[config.mk]
export PLATFORM = sky130hd
export DESIGN_NAME = digital_clock_top
export DESIGN_NICKNAME = d
export VERILOG_FILES = /design/src/rtl/digital_clock_top.sv
export SDC_FILE = /design/constraint.sdc
export NUM_CORES = 1
export LEC_CHECK = 0
export ABC_AREA = 1
export ABC_CLOCK_PERIOD_IN_PS = 7000
export CAP_MARGIN = 30
export CORE_MARGIN = 2
export CORE_UTILIZATION = 60
export DETAILED_ROUTE_END_ITERATION = 6
export HOLD_SLACK_MARGIN = 0.02
export PLACE_DENSITY = 0.9
export SYNTH_ARGS = -nofsm -noshare
export SYNTH_HDL_FRONTEND = slang
export SYNTH_SLANG_ARGS = --single-unit
export TNS_END_PERCENT = 1
[constraint.sdc]
create_clock -name clk_i -period 7 [get_ports clk_i]
set_input_delay 0.7 -clock clk_i [delete_from_list [all_inputs] [get_ports clk_i]]
set_output_delay 0.7 -clock clk_i [all_outputs]
set_load 0.01 [all_outputs]
[src/rtl/digital_clock_top.sv]
// ---------------------------------------------------------------------------
// digital_clock_top
//
// 24-hour HH:MM clock driving a 4-digit multiplexed common-anode 7-segment
// display. Contains the seconds prescaler, BCD time counters, button
// synchronisers/debouncers/edge detectors, scan multiplexer and segment
// decoder.
//
// Ports:
//   clk_i       in   1  system clock, rising edge
//   btn_i       in   4  [3] async active-high reset, [2] set-mode level,
//                       [1] hour increment, [0] minute increment
//   led7_an_o   out  4  digit anodes, active-low
//                       [3]=hour tens [2]=hour ones [1]=minute tens
//                       [0]=minute ones
//   led7_seg_o  out  8  segments, active-low, [7:1]=a..g, [0]=dp
//
// Button handshake: there is no valid/ready pair here. A debounced rising
// edge on btn_i[1]/btn_i[0] is a single-cycle request that is consumed in
// the same cycle when set mode is active and dropped otherwise.
// ---------------------------------------------------------------------------
module digital_clock_top #(
    parameter int CLK_HZ          = 50_000_000,
    parameter int DEBOUNCE_CYCLES = 16,
    parameter int REFRESH_CYCLES  = 50_000
) (
    input  logic       clk_i,
    input  logic [3:0] btn_i,
    output logic [3:0] led7_an_o,
    output logic [7:0] led7_seg_o
);

    localparam int PW = (CLK_HZ > 1) ? $clog2(CLK_HZ) : 1;
    localparam int RW = (REFRESH_CYCLES > 1) ? $clog2(REFRESH_CYCLES) : 1;
    localparam int DW = $clog2(DEBOUNCE_CYCLES + 1);

    localparam logic [PW-1:0] PRE_MAX = PW'(CLK_HZ - 1);
    localparam logic [RW-1:0] REF_MAX = RW'(REFRESH_CYCLES - 1);
    localparam logic [DW-1:0] DEB_MAX = DW'(DEBOUNCE_CYCLES - 1);

    logic rst;
    assign rst = btn_i[3];

    // ------------------------------------------------------------------
    // State
    // ------------------------------------------------------------------
    logic [2:0]          sync1_q, sync1_d;
    logic [2:0]          sync2_q, sync2_d;
    logic [2:0]          deb_q, deb_d;
    logic [2:0]          deb_prev_q, deb_prev_d;
    logic [2:0][DW-1:0]  dcnt_q, dcnt_d;

    logic [PW-1:0]       pre_q, pre_d;
    logic [2:0]          sec_t_q, sec_t_d;
    logic [3:0]          sec_o_q, sec_o_d;
    logic [2:0]          min_t_q, min_t_d;
    logic [3:0]          min_o_q, min_o_d;
    logic [1:0]          hr_t_q, hr_t_d;
    logic [3:0]          hr_o_q, hr_o_d;
    logic                colon_q, colon_d;

    logic [RW-1:0]       ref_q, ref_d;
    logic [1:0]          idx_q, idx_d;
    logic [3:0]          an_q, an_d;
    logic [7:0]          seg_q, seg_d;

    // ------------------------------------------------------------------
    // Button path: synchronise, debounce, detect rising edges
    // ------------------------------------------------------------------
    logic [2:0] rise;
    logic       set_mode;
    logic       inc_hr;
    logic       inc_min;

    always_comb begin
        sync1_d    = btn_i[2:0];
        sync2_d    = sync1_q;
        deb_d      = deb_q;
        dcnt_d     = dcnt_q;
        deb_prev_d = deb_q;
        // The counter only runs while the synchronised level disagrees with
        // the accepted level; any agreeing sample restarts the count.
        for (int i = 0; i < 3; i++) begin
            if (sync2_q[i] == deb_q[i]) begin
                dcnt_d[i] = '0;
            end else if (dcnt_q[i] == DEB_MAX) begin
                deb_d[i]  = sync2_q[i];
                dcnt_d[i] = '0;
            end else begin
                dcnt_d[i] = dcnt_q[i] + DW'(1);
            end
        end
    end

    assign rise     = deb_q & ~deb_prev_q;
    assign set_mode = deb_q[2];
    assign inc_hr   = set_mode & rise[1];
    assign inc_min  = set_mode & rise[0];

    // ------------------------------------------------------------------
    // Prescaler and BCD time counters
    // ------------------------------------------------------------------
    logic sec_tick;
    logic sec_at_59;
    logic min_at_59;
    logic bump_min;
    logic bump_hr;

    assign sec_at_59 = (sec_t_q == 3'd5) && (sec_o_q == 4'd9);
    assign min_at_59 = (min_t_q == 3'd5) && (min_o_q == 4'd9);
    assign sec_tick  = !set_mode && (pre_q == PRE_MAX);

    // In set mode the buttons drive minutes/hours directly and there is no
    // minute-to-hour carry; in run mode the carries come from the seconds.
    assign bump_min = set_mode ? inc_min : (sec_tick && sec_at_59);
    assign bump_hr  = set_mode ? inc_hr  : (bump_min && min_at_59);

    always_comb begin
        pre_d   = pre_q;
        sec_t_d = sec_t_q;
        sec_o_d = sec_o_q;
        min_t_d = min_t_q;
        min_o_d = min_o_q;
        hr_t_d  = hr_t_q;
        hr_o_d  = hr_o_q;
        colon_d = colon_q;

        if (set_mode) begin
            // Holding these at zero makes leaving set mode start at :00.
            pre_d   = '0;
            sec_t_d = 3'd0;
            sec_o_d = 4'd0;
            colon_d = 1'b1;
        end else if (sec_tick) begin
            pre_d   = '0;
            colon_d = ~colon_q;
            if (sec_o_q == 4'd9) begin
                sec_o_d = 4'd0;
                sec_t_d = (sec_t_q == 3'd5) ? 3'd0 : sec_t_q + 3'd1;
            end else begin
                sec_o_d = sec_o_q + 4'd1;
            end
        end else begin
            pre_d = pre_q + PW'(1);
        end

        if (bump_min) begin
            if (min_o_q == 4'd9) begin
                min_o_d = 4'd0;
                min_t_d = (min_t_q == 3'd5) ? 3'd0 : min_t_q + 3'd1;
            end else begin
                min_o_d = min_o_q + 4'd1;
            end
        end

        if (bump_hr) begin
            if (hr_t_q == 2'd2 && hr_o_q == 4'd3) begin
                hr_t_d = 2'd0;
                hr_o_d = 4'd0;
            end else if (hr_o_q == 4'd9) begin
                hr_t_d = hr_t_q + 2'd1;
                hr_o_d = 4'd0;
            end else begin
                hr_o_d = hr_o_q + 4'd1;
            end
        end
    end

    // ------------------------------------------------------------------
    // Scan multiplexer and segment decoder
    // ------------------------------------------------------------------
    function automatic logic [7:0] seg_decode(input logic [3:0] d);
        logic [7:0] s;
        case (d)
            4'd0:    s = 8'h03;
            4'd1:    s = 8'h9F;
            4'd2:    s = 8'h25;
            4'd3:    s = 8'h0D;
            4'd4:    s = 8'h99;
            4'd5:    s = 8'h49;
            4'd6:    s = 8'h41;
            4'd7:    s = 8'h1F;
            4'd8:    s = 8'h01;
            4'd9:    s = 8'h09;
            default: s = 8'hFF;
        endcase
        return s;
    endfunction

    logic [3:0] digit;
    logic [7:0] seg_raw;

    always_comb begin
        case (idx_q)
            2'd0:    digit = min_o_q;
            2'd1:    digit = {1'b0, min_t_q};
            2'd2:    digit = hr_o_q;
            default: digit = {2'b00, hr_t_q};
        endcase
        seg_raw = seg_decode(digit);
    end

    always_comb begin
        ref_d = ref_q;
        idx_d = idx_q;
        if (ref_q == REF_MAX) begin
            ref_d = '0;
            idx_d = idx_q + 2'd1;
        end else begin
            ref_d = ref_q + RW'(1);
        end

        // Anode and segments are both registered from the same index, so
        // they always change on the same edge.
        an_d        = 4'b1111;
        an_d[idx_q] = 1'b0;
        seg_d       = {seg_raw[7:1], ~((idx_q == 2'd2) && colon_q)};
    end

    assign led7_an_o  = an_q;
    assign led7_seg_o = seg_q;

    // ------------------------------------------------------------------
    // Registers
    // ------------------------------------------------------------------
    always_ff @(posedge clk_i or posedge rst) begin
        if (rst) begin
            sync1_q    <= '0;
            sync2_q    <= '0;
            deb_q      <= '0;
            deb_prev_q <= '0;
            dcnt_q     <= '0;
            pre_q      <= '0;
            sec_t_q    <= 3'd0;
            sec_o_q    <= 4'd0;
            min_t_q    <= 3'd0;
            min_o_q    <= 4'd0;
            hr_t_q     <= 2'd0;
            hr_o_q     <= 4'd0;
            colon_q    <= 1'b1;
            ref_q      <= '0;
            idx_q      <= 2'd0;
            an_q       <= 4'b1111;
            seg_q      <= 8'hFF;
        end else begin
            sync1_q    <= sync1_d;
            sync2_q    <= sync2_d;
            deb_q      <= deb_d;
            deb_prev_q <= deb_prev_d;
            dcnt_q     <= dcnt_d;
            pre_q      <= pre_d;
            sec_t_q    <= sec_t_d;
            sec_o_q    <= sec_o_d;
            min_t_q    <= min_t_d;
            min_o_q    <= min_o_d;
            hr_t_q     <= hr_t_d;
            hr_o_q     <= hr_o_d;
            colon_q    <= colon_d;
            ref_q      <= ref_d;
            idx_q      <= idx_d;
            an_q       <= an_d;
            seg_q      <= seg_d;
        end
    end

endmodule

* Yosys cells after proc, flatten, opt, wreduce, memory -nomap -nowiden
Memories as Yosys holds them, arrays and structs flattened. A register that Yosys moved wholly into a read port is not among the register bits.
Cells that the tools add are included.
** Word-level totals
- Memories kept :: 1
- Bits in latches :: 0
- RAM bits :: 0
- Bits in read-only memories :: 112
- Output and inout port bits :: 12
- Flip-flop bits (word level) :: 103
- Word-level logic and storage cells :: 111
** Memories
- (no name shown) :: words 16, bits a word 7, read ports 1, clocked after memory_dff 1, write ports 0, line 174 : case (d)
** Cells by class
- Reduce and logical (&&, ||, !) cells :: 19
- Eq/ne operators :: 17
- Multiply operators :: 0
- Mux-type cells :: 29
- Add/sub/neg operators :: 12
- Div/mod/pow operators :: 0
- Magnitude comparators :: 2
- Bitwise operators :: 10
- Shift-type cells :: 0
** Operators with widths (count)
- 26-bit 2-to-1 mux :: 2
- 5-bit 2-to-1 mux :: 6
- 26-bit by 1-bit adder with 26-bit output, second input constant :: 1
- 26-bit == test, second input constant :: 1
- 4-bit 2-to-1 mux :: 6
- 16-bit by 1-bit adder with 16-bit output, second input constant :: 1
- 16-bit == test, second input constant :: 1
- 16-bit 2-to-1 mux :: 1
- 5-bit by 1-bit adder with 5-bit output, second input constant :: 3
- 5-bit by 4-bit == test with 1-bit output, second input constant :: 3
- 3-bit 2-to-1 mux :: 5
- 4-bit by 1-bit adder with 4-bit output, second input constant :: 3
- 4-bit == test, second input constant :: 3
- 4-bit case mux with 3 select lines :: 1
- 2-bit AND reduction :: 6
- 1-bit logical AND :: 8
- 3-bit by 1-bit adder with 3-bit output, second input constant :: 2
- 3-bit == test, second input constant :: 2
- 2-bit nonzero test :: 3
- 1-bit 2-to-1 mux :: 5
- 1-bit inverter :: 5
- 2-bit by 1-bit adder with 2-bit output, second input constant :: 2
- 2-bit == test, second input constant :: 2
- 4-bit by 2-bit == test with 1-bit output, second input constant :: 1
- other kinds (12) :: 16

* Longest topological paths before layout
Gate-level depths: netlist of the first run.
- Depth after elaboration :: 7
- Depth in mapped cells :: 12
- Gate-level depth less buffers :: 12

* Worst setup path after synthesis of the first run
No wires, ideal clock.
- Kind :: register to register
- From :: reg idx_q[0]
- To :: reg seg_q[4] (netlist: led7_seg_o[4])
- Required time :: 6919 ps
- Path buffers :: 0
- Stages on the path, launching flop included :: 10
- Arrival :: 1729 ps
- Slack :: 5190 ps
- Cells stage by stage :: dfrtp_1 inv_1 ha_1 inv_1 o21ai_0 o22ai_1 inv_1 ha_1 o21ai_0 nand2_1
** On the way
- Cells in the longest elaborated chain, start to end :: 2
- Elaborated cells on any way between the ends :: 4
** Ends and longest elaborated chain
- start, declared :: line 63 : logic [1:0] idx_q, idx_d;
- start signal, assigned :: line 260 : idx_q <= idx_d;
- 2-bit == test, or another cell as far along :: line 194 : case (idx_q)
- 4-bit case mux with 3 select lines * :: line 194
- end, declared :: line 65 : logic [7:0] seg_q, seg_d;
Mark *: on every way between the ends. The rest lies on a longest branch, timed or not.
A chain may end at the register's enable or synchronous reset.

* Worst setup path after layout of the first run
- From :: reg idx_q[0]
- To :: reg seg_q[7] (netlist: led7_seg_o[7])
The elaborated chain is that of the path after synthesis.

==> results of run 1 <==
## cell type report
type | count | area (µm²)
Clock buffer | 10 | 138
Clock inverter | 6 | 45.0
Fill cell | 657 | 2660
Inverter | 100 | 378
Multi-Input combinational cell | 398 | 2190
Sequential cell | 103 | 2590
Tap cell | 105 | 131
Timing Repair Buffer | 17 | 168
## through the flow
step                      hold slack, ns  worst slack (ns)  util [%]  area, µm²  power (W)
after floorplan                    0.331              3.62         -       5180   0.000705
after global placement             0.333              4.71      65.8       5460   0.000719
after detailed placement           0.336              4.67      65.8       5460   0.000727
after CTS                          0.357              4.85      68.0       5640    0.00107
after global routing               0.370              4.64      68.0       5640    0.00111
final                              0.357              4.83      68.0       5640    0.00106
## path summary, 6_finish.rpt
| path | slack, ns | end | startpoint |
|---|---|---|---|
| max | 4.83 | led7_seg_o[7]$_DFF_PP1_ | idx_q[0]$_DFFE_PP0N_ |
| min | 0.36 | sync2_q[1]$_DFF_PP0_ | sync1_q[1]$_DFF_PP0_ |
| max reg2reg | 4.83 | led7_seg_o[7]$_DFF_PP1_ | idx_q[0]$_DFFE_PP0N_ |
| min reg2reg | 0.36 | sync2_q[1]$_DFF_PP0_ | sync1_q[1]$_DFF_PP0_ |
| max in group asynchronous | 5.14 | min_t_q[2]$_DFFE_PP0P_ | btn_i[3] |
| min in group asynchronous | 0.70 | sync1_q[0]$_DFF_PP0_ | btn_i[3] |
## cell usage in the layout, fill, tap and decap left out, drive strengths merged, types with 2 or more instances in the layout
master and count:
a31oi 2, xnor2 3, clkinvlp 2, nor4 5, dfstp 13, nand2 104, ha 20, dfrtp 90
xor2 14, o21ai 39, a21oi 31, nand3b 3, clkbuf 10, o211ai 2, nand4 14, nor2 81
o22ai 8, and3 3, nand3 41, clkinv 4, inv 100, mux2 2, nor3 21, clkdlybuf4s50 16
## layer usage
metal / part of all wire [%] / track usage [%] / vias up
li1: - / - / 2003
met1: 45 / 27.4 / 1912
met2: 49 / 35.0 / 107
met3: 4.3 / 4.12 / 16
met4: 1.7 / 8.99 / 0
met5: 0 / 0 / -
## cells by family after synthesis
group	count (synthesis)	share of synthesized area [%]
and+or+nand+nor	274	25.3
AOI/OAI and AO/OA	85	8.74
muxes	2	0.434
adders and majority gates	20	4.83
xor gates and xnor gates	17	2.87
buffers and inverters	104	7.77
DFF	103	50.0
## synth_stat cells (all sizes together), types with 5 or more instances
library cell	n
nand4	14
nand2	104
ha	20
dfstp	13
o21ai	39
dfrtp	90
inv	99
nor3	21
o22ai	8
nand3	41
nor4	5
nor2	81
a21oi	31
xor2	14
## worst register-to-register path, cell delays in order, from the launching register on
cell and delay, ns:
dfrtp_1 0.46, inv_1 0.09, ha_1 0.26, inv_1 0.14, o22ai_1 0.10, o22ai_1 0.38
inv_1 0.16, ha_1 0.23, nor2_1 0.10, nor2_1 0.05, o21ai_0 0.07, nand2_1 0.07
## registers in the layout, indices dropped and copies added, names as in the netlist
signal	count
colon_q	1
dcnt_q	15
deb_prev_d	3
deb_prev_q	2
hr_o_q	4
hr_t_q	2
idx_q	2
led7_an_o	4
led7_seg_o	8
min_o_q	4
min_t_q	3
pre_q	26
ref_q	16
sec_o_q	4
sec_t_q	3
sync1_q	3
sync2_q	3
## report_power, final
group          total [W]  switching, W  leakage [nW]  internal (W)
Sequential      0.000639     0.0000204          1.34      0.000618
Clock           0.000343      0.000202        0.0902      0.000141
Combinational  0.0000756     0.0000518          1.31     0.0000238
==> metrics.yaml, run 1 <==
status:
  status: "completed"
yosys:
  yosysSeqAreaShare_pct: 50.0
  yosysTopAreaCellShare_pct: 43.4
  syn_area_per_cell_um2: 8.57
  synth_top_area_cell: "dfrtp_1"
  syn_nets: 630
  ys.flop_type: "dfrtp_1"
  ys_ff_latch: 103
  synthCells: 605
  synthTopCellsByArea: "dfrtp_1 (43%), inv_1 (7.0%), nand2_1 (7.0%)"
  syn_area_um2: 5180
  ys_warn_count: 0
  synth_edf_count: 0
  synthArstFlopShare_pct: 100
  yosysUniqueCellTypes: 40
routing:
  route.final.wire_length_mm: 9.47
  avgRoutedWirePerCell_um: 12.8
  drc_errors: 0
  vias: 4038
  final_antenna_net_count: 0
  viasPerCell: 5.46
  drtPass1Iterations: 5
  drt-initial-drc-count: 253
worst_setup_path:
  crit_path_max_incr_delay_ns: 0.46
  worstPathCellList: "inv_1 > ha_1 > inv_1 > o22ai_1 > o22ai_1 > inv_1 > ha_1 > nor2_1 > nor2_1 > o21ai_0 > nand2_1"
  path_class: "reg2reg"
  worstPathArrival_ns: 2.48
  crit_cells: 11
  cp_data_required_time_ns: 7.31
  crit_fanout: 5
  path_delay_family: "compound AO/OA/AOI/OAI gates"
  slowest_stage: "dfrtp_1"
  cpMostUsedCell: "inv_1"
  crit_path_start_kind: "flip-flop"
  reg2reg_depth: 11
  cp-end-kind: "flip-flop"
  critPathBufInv: 3
min_path:
  hp-class: "reg2reg"
  hold_depth: 0
cts:
  cts-root-buf: "clkbuf_8"
  clock_sinks: 103
  cts_tree: "built"
  clk_latency_ns: 0.37
  postCtsSetupBuffers: 0
  htreeDepth: 3
  clockBufferDepth: 2
  numCtsBuffers: 9
  post_cts_resized: 0
  cts_hold_buf: 0
  clk_pin_slew_ns: 0.10
sta:
  finClkSkew_ns: 0.0136
  setup_viol: 0
  max_freq_mhz: 462
  drv_slew: 0
  fin_crit_sh_pct: 30.9
  finalHoldViolCount: 0
  grt_setup_unrepaired: "false"
  min_period_ns: 2.17
  worst_pin_slew_ns: 0.767
  max-slew-margin-rel_pct: 48.9
  setup-tns-final_ns: 0
placement:
  placed_cells_incl_taps: 723
  routabilityCongestion: 0.883
  port_buffers: 16
  place_hpwl_mm: 6.85
final_layout:
  instances_no_fill: 739
  nets: 654
  syn_to_final_growth_pct: 8.81
  diodes: 0
  drive_gt1_share_pct: 9.46
floorplanning:
  dieArea_um2: 9400
  initial_core_util_pct: 62.5
  core_area_um2: 8300
  rows: 33
  die_width_um: 97.0
  ios: 17
  dieHeight_um: 97.0
power:
  vdd_drop_max_mv: 0.0996
  powerDensity_nw_per_um2: 187
  p_leak_nw: 2.74
grt:
  antenna_found_initial: 0
  grt_pass1_wl_mm: 16.5
  grt_pass1_vias: 3943
  grt_max_degree: 65
  globalRouteOverflowTotal: 0
  grt_use_total_pct: 21.2
run:
  cap_viol_max_count: 0
Note: power is estimated with default switching activity, not from simulation.
==> inputs of run 2 (changes only) <==
--- a/config.mk
+++ b/config.mk
@@ -6,7 +6,7 @@
 export NUM_CORES = 1
 export LEC_CHECK = 0
 export ABC_AREA = 1
-export ABC_CLOCK_PERIOD_IN_PS = 7000
+export ABC_CLOCK_PERIOD_IN_PS = 2100
 export CAP_MARGIN = 30
 export CORE_MARGIN = 2
 export CORE_UTILIZATION = 60
==> constraint.sdc (replaced) <==
create_clock -name clk_i -period 2.1 [get_ports clk_i]
set_input_delay 0.21 -clock clk_i [delete_from_list [all_inputs] [get_ports clk_i]]
set_output_delay 0.21 -clock clk_i [all_outputs]
set_load 0.01 [all_outputs]
==> run 2 against run 1 <==
Compared with the run above: combinational power rose to 3.4 times the previous value; via count rose by 1.8%; critical path depth fell by 1; register-to-register slack worse by 4.6 ns; worst setup slack got worse by 4.6 ns; largest cell class unchanged; highest routed layer unchanged.
==> metrics.yaml, run 2 (synthesized netlist as in run 1, its figures left out) <==
grt:
  grt_use_total_pct: 22.3
  grt_pass1_wl_mm: 17.5
  grt_max_degree: 104
  antenna_found_initial: 0
  globalRouteOverflowTotal: 0
  grt_pass1_vias: 4068
placement:
  port_buffers: 16
  pre_cts_ws_ns: 0.0345
  routabilityCongestion: 0.873
  place_hpwl_mm: 7.01
cts:
  numCtsBuffers: 9
  clockBufferDepth: 2
  cts-root-buf: "clkbuf_8"
  clk_latency_ns: 0.36
  cts_hold_buf: 0
  htreeDepth: 3
  cts_tree: "built"
  clock_sinks: 103
  clk_pin_slew_ns: 0.09
sta:
  drv_slew: 0
  finalHoldViolCount: 0
  setup-tns-final_ns: 0
  setup_viol: 0
  worst_pin_slew_ns: 0.530
  max_freq_mhz: 528
  layout_setup_ws_ns: 0.204
  fin_crit_sh_pct: 90.3
  grt_setup_unrepaired: "false"
  max-slew-margin-rel_pct: 64.3
  finClkSkew_ns: 0.0111
  min_period_ns: 1.90
final_layout:
  drive_gt1_share_pct: 10.0
  largest_reg_flops: 26
  syn_to_final_growth_pct: 10.6
  nets: 658
  final_cell_mix: "nand2_1 (97), inv_1 (96), dfrtp_1 (90)"
  mostFrequentLayoutCell: "nand2_1"
  diodes: 0
  regMostFlops: "pre_q"
  reg_top3: "pre_q x26, ref_q x16, dcnt_q x15"
floorplanning:
  dieArea_um2: 9400
  initial_core_util_pct: 62.5
  ios: 17
  core_area_um2: 8300
  dieHeight_um: 97.0
  die_width_um: 97.0
  rows: 33
status:
  status: "completed"
routing:
  final_antenna_net_count: 0
  drt-initial-drc-count: 170
  vias: 4111
  route.final.wire_length_mm: 9.89
  viasPerCell: 5.53
  met3_length_um: 399
  drt-met1-wl_mm: 4.28
  drc_errors: 0
  avgRoutedWirePerCell_um: 13.3
  met2_length_mm: 5.01
  top_layer: "met4"
  drtPass1Iterations: 5
worst_setup_path:
  worstPathArrival_ns: 2.14
  crit_path_start_kind: "flip-flop"
  crit_fanout: 14
  cp-end-kind: "flip-flop"
  path_class: "reg2reg"
  cp_data_required_time_ns: 2.34
min_path:
  hp-class: "in2reg"
power:
  p_leak_nw: 2.78
  powerDensity_nw_per_um2: 650
  vdd_drop_max_mv: 0.393
run:
  cap_viol_max_count: 0
-- run 2: worst max-delay path: stages (launching register included) --
cell	delay, ns
dfrtp_1	0.40
ha_1	0.21
nand2_2	0.11
nor2_8	0.15
nand2_4	0.06
nor2_4	0.09
nand2_1	0.11
nand2_4	0.17
nand2_2	0.12
a21oi_1	0.23
o22ai_1	0.12
-- run 2: worst paths after layout --
kind | end | slack, ns | from | cells past startpoint
max in group asynchronous | led7_an_o[1]$_DFF_PP1_ | 1.35 | btn_i[3] | 3
worst max register to register | sec_t_q[2]$_DFFE_PP0P_ | 0.20 | pre_q[0]$_DFF_PP0_ | 10
min in group asynchronous | dcnt_q[0]$_DFF_PP0_ | 0.34 | btn_i[3] | 3
worst min register to register | sync2_q[0]$_DFF_PP0_ | 0.37 | sync1_q[0]$_DFF_PP0_ | 0
worst max-delay path | sec_t_q[2]$_DFFE_PP0P_ | 0.20 | pre_q[0]$_DFF_PP0_ | 10
worst min-delay path | sync1_q[0]$_DFF_PP0_ | 0.28 | btn_i[0] | 1
-- run 2: cell type report --
cell class | count | area [µm²]
sequential | 103 | 2590
tap | 105 | 131
clock inverter | 5 | 82.6
timing repair buffer | 21 | 210
multi-input combinational | 398 | 2210
clock buffer | 11 | 131
inverter | 100 | 379
fill | 607 | 2560
-- run 2: repair_timing --
| item | 4_1_cts | 5_1_grt |
|---|---|---|
| setup endpoints to repair | 0 | 7 |
| resized for setup | 0 | 4 |
| setup buffers | 0 | 1 |
-- run 2: per-layer routing --
metal / up-vias / global-route usage (%)
met5: - / 0
met4: 0 / 8.99
met3: 23 / 4.77
met2: 105 / 37.8
met1: 1968 / 27.8
li1: 2015 / -
-- run 2: metrics by stage --
| step | cells | total power (W) | utilization [%] | instance area (µm²) | hold slack (ns) |
|---|---|---|---|---|---|
| finish | 743 | 0.00373 | 69.1 | 5730 | 0.277 |
| global route | 743 | 0.00388 | 69.1 | 5730 | 0.282 |
| CTS | 742 | 0.00375 | 68.8 | 5710 | 0.265 |
| detailed placement | 726 | 0.00242 | 66.2 | 5500 | 0.338 |
| global placement | 726 | 0.00240 | 66.2 | 5500 | 0.332 |
| floorplan | 605 | 0.00235 | - | 5190 | 0.241 |
-- run 2: report_power, final --
part / total, W / internal, W / switching [W]
Sequential: 0.00213 / 0.00206 / 0.0000717
Combinational: 0.000259 / 0.0000823 / 0.000177
Clock: 0.00134 / 0.000677 / 0.000659
Total: 0.00373 / 0.00282 / 0.000908
==> inputs of run 3 (changes only) <==
--- a/config.mk
+++ b/config.mk
@@ -6,10 +6,11 @@
 export NUM_CORES = 1
 export LEC_CHECK = 0
 export ABC_AREA = 1
-export ABC_CLOCK_PERIOD_IN_PS = 2100
+export ABC_CLOCK_PERIOD_IN_PS = 2230
 export CAP_MARGIN = 30
 export CORE_MARGIN = 2
 export CORE_UTILIZATION = 60
+export CTS_CLUSTER_SIZE = 24
 export DETAILED_ROUTE_END_ITERATION = 6
 export HOLD_SLACK_MARGIN = 0.02
 export PLACE_DENSITY = 0.9
==> constraint.sdc (replaced) <==
create_clock -name clk_i -period 2.23 [get_ports clk_i]
set_input_delay 0.223 -clock clk_i [delete_from_list [all_inputs] [get_ports clk_i]]
set_output_delay 0.223 -clock clk_i [all_outputs]
set_load 0.01 [all_outputs]
==> run 3 against run 2 <==
Compared with the run above: hold slack worse by 0.035 ns; non-clock buffer count grew 2; flip-flop and latch count unchanged; clock skew grew 0.0054 ns; final cell count rose by 0.27%; sequential power shrank 6%; first-iteration DRC count grew 46%; maximum frequency fell by 4.4%; critical path type unchanged.
==> metrics.yaml, run 3 (synthesized netlist as in run 1, its figures left out) <==
routing:
  avgRoutedWirePerCell_um: 13.6
  drt-initial-drc-count: 248
  drtPass1Iterations: 5
  met2_length_mm: 5.16
  drt-met1-wl_mm: 4.46
  route.final.wire_length_mm: 10.1
  final_antenna_net_count: 0
  top_layer: "met4"
  drc_errors: 0
  met3_length_um: 291
  viasPerCell: 5.55
  vias: 4132
worst_setup_path:
  r2r_end: "led7_seg_o[7]$_DFF_PP1_"
  crit_path_start_kind: "flip-flop"
  path_delay_family: "compound AO/OA/AOI/OAI gates"
  r2r-start: "idx_q[0]$_DFFE_PP0N_"
  path_class: "reg2reg"
  cp_data_required_time_ns: 2.53
  cp-end-kind: "flip-flop"
  worstPathCellList: "inv_1 > ha_1 > inv_1 > o21ai_0 > o22ai_2 > inv_1 > ha_1 > nor2_1 > nor2_1 > o21ai_0 > nand2_1"
  critPathLaunch: "idx_q[0]$_DFFE_PP0N_"
  r2r_setup_slack_ns: 0.25
  crit_fanout: 5
  crit_path_max_incr_delay_ns: 0.45
  slowest_stage: "dfrtp_1"
  critPathBufInv: 3
  worstPathArrival_ns: 2.28
  cpMostUsedCell: "inv_1"
  reg2reg_depth: 11
sta:
  drv_slew: 0
  setup_viol: 0
  fin_crit_sh_pct: 88.9
  layout_setup_ws_ns: 0.247
  worst_pin_slew_ns: 0.595
  max_freq_mhz: 504
  max-slew-margin-rel_pct: 59.9
  setup-tns-final_ns: 0
  finalHoldViolCount: 0
  finClkSkew_ns: 0.0165
  min_period_ns: 1.98
  grt_setup_unrepaired: "false"
power:
  p_sw_share_pct: 24.9
  p_leak_nw: 2.78
  p_comb_share_pct: 7.0
  p_seq_share_pct: 58.5
  powerDensity_nw_per_um2: 597
  p_clk_share_pct: 34.5
  total_power_w: 0.00343
  p_switching_w: 0.000854
  intPower_w: 0.00257
  vdd_drop_max_mv: 0.377
final_layout:
  nets: 660
  final_cell_mix: "nand2_1 (97), inv_1 (96), dfrtp_1 (90)"
  mostFrequentLayoutCell: "nand2_1"
  final_core_util_pct: 69.2
  syn_to_final_growth_pct: 10.7
  regMostFlops: "pre_q"
  drive_gt1_share_pct: 10.5
  final_cell_area_um2: 5740
  largest_reg_flops: 26
  reg_top3: "pre_q x26, ref_q x16, dcnt_q x15"
  diodes: 0
floorplanning:
  rows: 33
  dieArea_um2: 9400
  initial_core_util_pct: 62.5
  die_width_um: 97.0
  core_area_um2: 8300
  ios: 17
  dieHeight_um: 97.0
placement:
  placed_cell_area_um2: 5530
  routabilityCongestion: 0.883
  pre_cts_ws_ns: 0.134
  port_buffers: 16
  place_hpwl_mm: 7.61
cts:
  htreeDepth: 3
  post_cts_resized: 0
  cts_tree: "built"
  cts-root-buf: "clkbuf_8"
  postCtsSetupBuffers: 0
  clk_latency_ns: 0.36
  cts_hold_buf: 0
  clockBufferDepth: 2
  clk_pin_slew_ns: 0.10
  numCtsBuffers: 9
  clock_sinks: 103
grt:
  grt_pass1_wl_mm: 18.0
  grt_use_total_pct: 23.0
  grt_pass1_vias: 4162
  grt_max_degree: 42
  antenna_found_initial: 0
  globalRouteOverflowTotal: 0
status:
  status: "completed"
run:
  cap_viol_max_count: 0
min_path:
  hp-class: "in2async"
## run 3: power groups by stage
stage	registers, W	clock network [W]	logic [W]
2_1_floorplan	0.00202	0	0.000189
3_3_place_gp	0.00204	0	0.000231
3_5_place_dp	0.00204	0	0.000244
4_1_cts	0.00201	0.00121	0.000243
5_1_grt	0.00202	0.00130	0.000281
6_report	0.00201	0.00118	0.000240
## run 3: metrics by stage
stage                     hold slack (ns)  instances
after floorplan                     0.254        605
after global placement              0.331        729
after detailed placement            0.343        729
after CTS                           0.251        745
after global routing                0.277        745
final                               0.242        745
## run 3: worst max-delay path by stage
stage	end	slack, ns	cells past startpoint
floorplan	led7_seg_o[4]$_DFF_PP1_	0.42	9
global placement	led7_seg_o[4]$_DFF_PP1_	0.31	11
detailed placement	led7_seg_o[7]$_DFF_PP1_	0.13	11
CTS	led7_seg_o[7]$_DFF_PP1_	0.1	11
global route	led7_seg_o[2]$_DFF_PP1_	0.04	11
finish	led7_seg_o[7]$_DFF_PP1_	0.25	11
## run 3: layout make-up
class	instances	area, µm²
fillers	595	2560
well taps	105	131
inverters	100	379
clock inverters	6	67.6
flip-flops and latches	103	2590
repair buffers	23	238
multi-input cells	398	2190
clock buffers	10	138
## run 3: layer usage
| layer | vias up | GRT usage (%) |
|---|---|---|
| met3 | 24 | 2.96 |
| met2 | 96 | 40.8 |
| li1 | 2012 | - |
| met5 | - | 0 |
| met4 | 0 | 9.21 |
| met1 | 2000 | 28.7 |
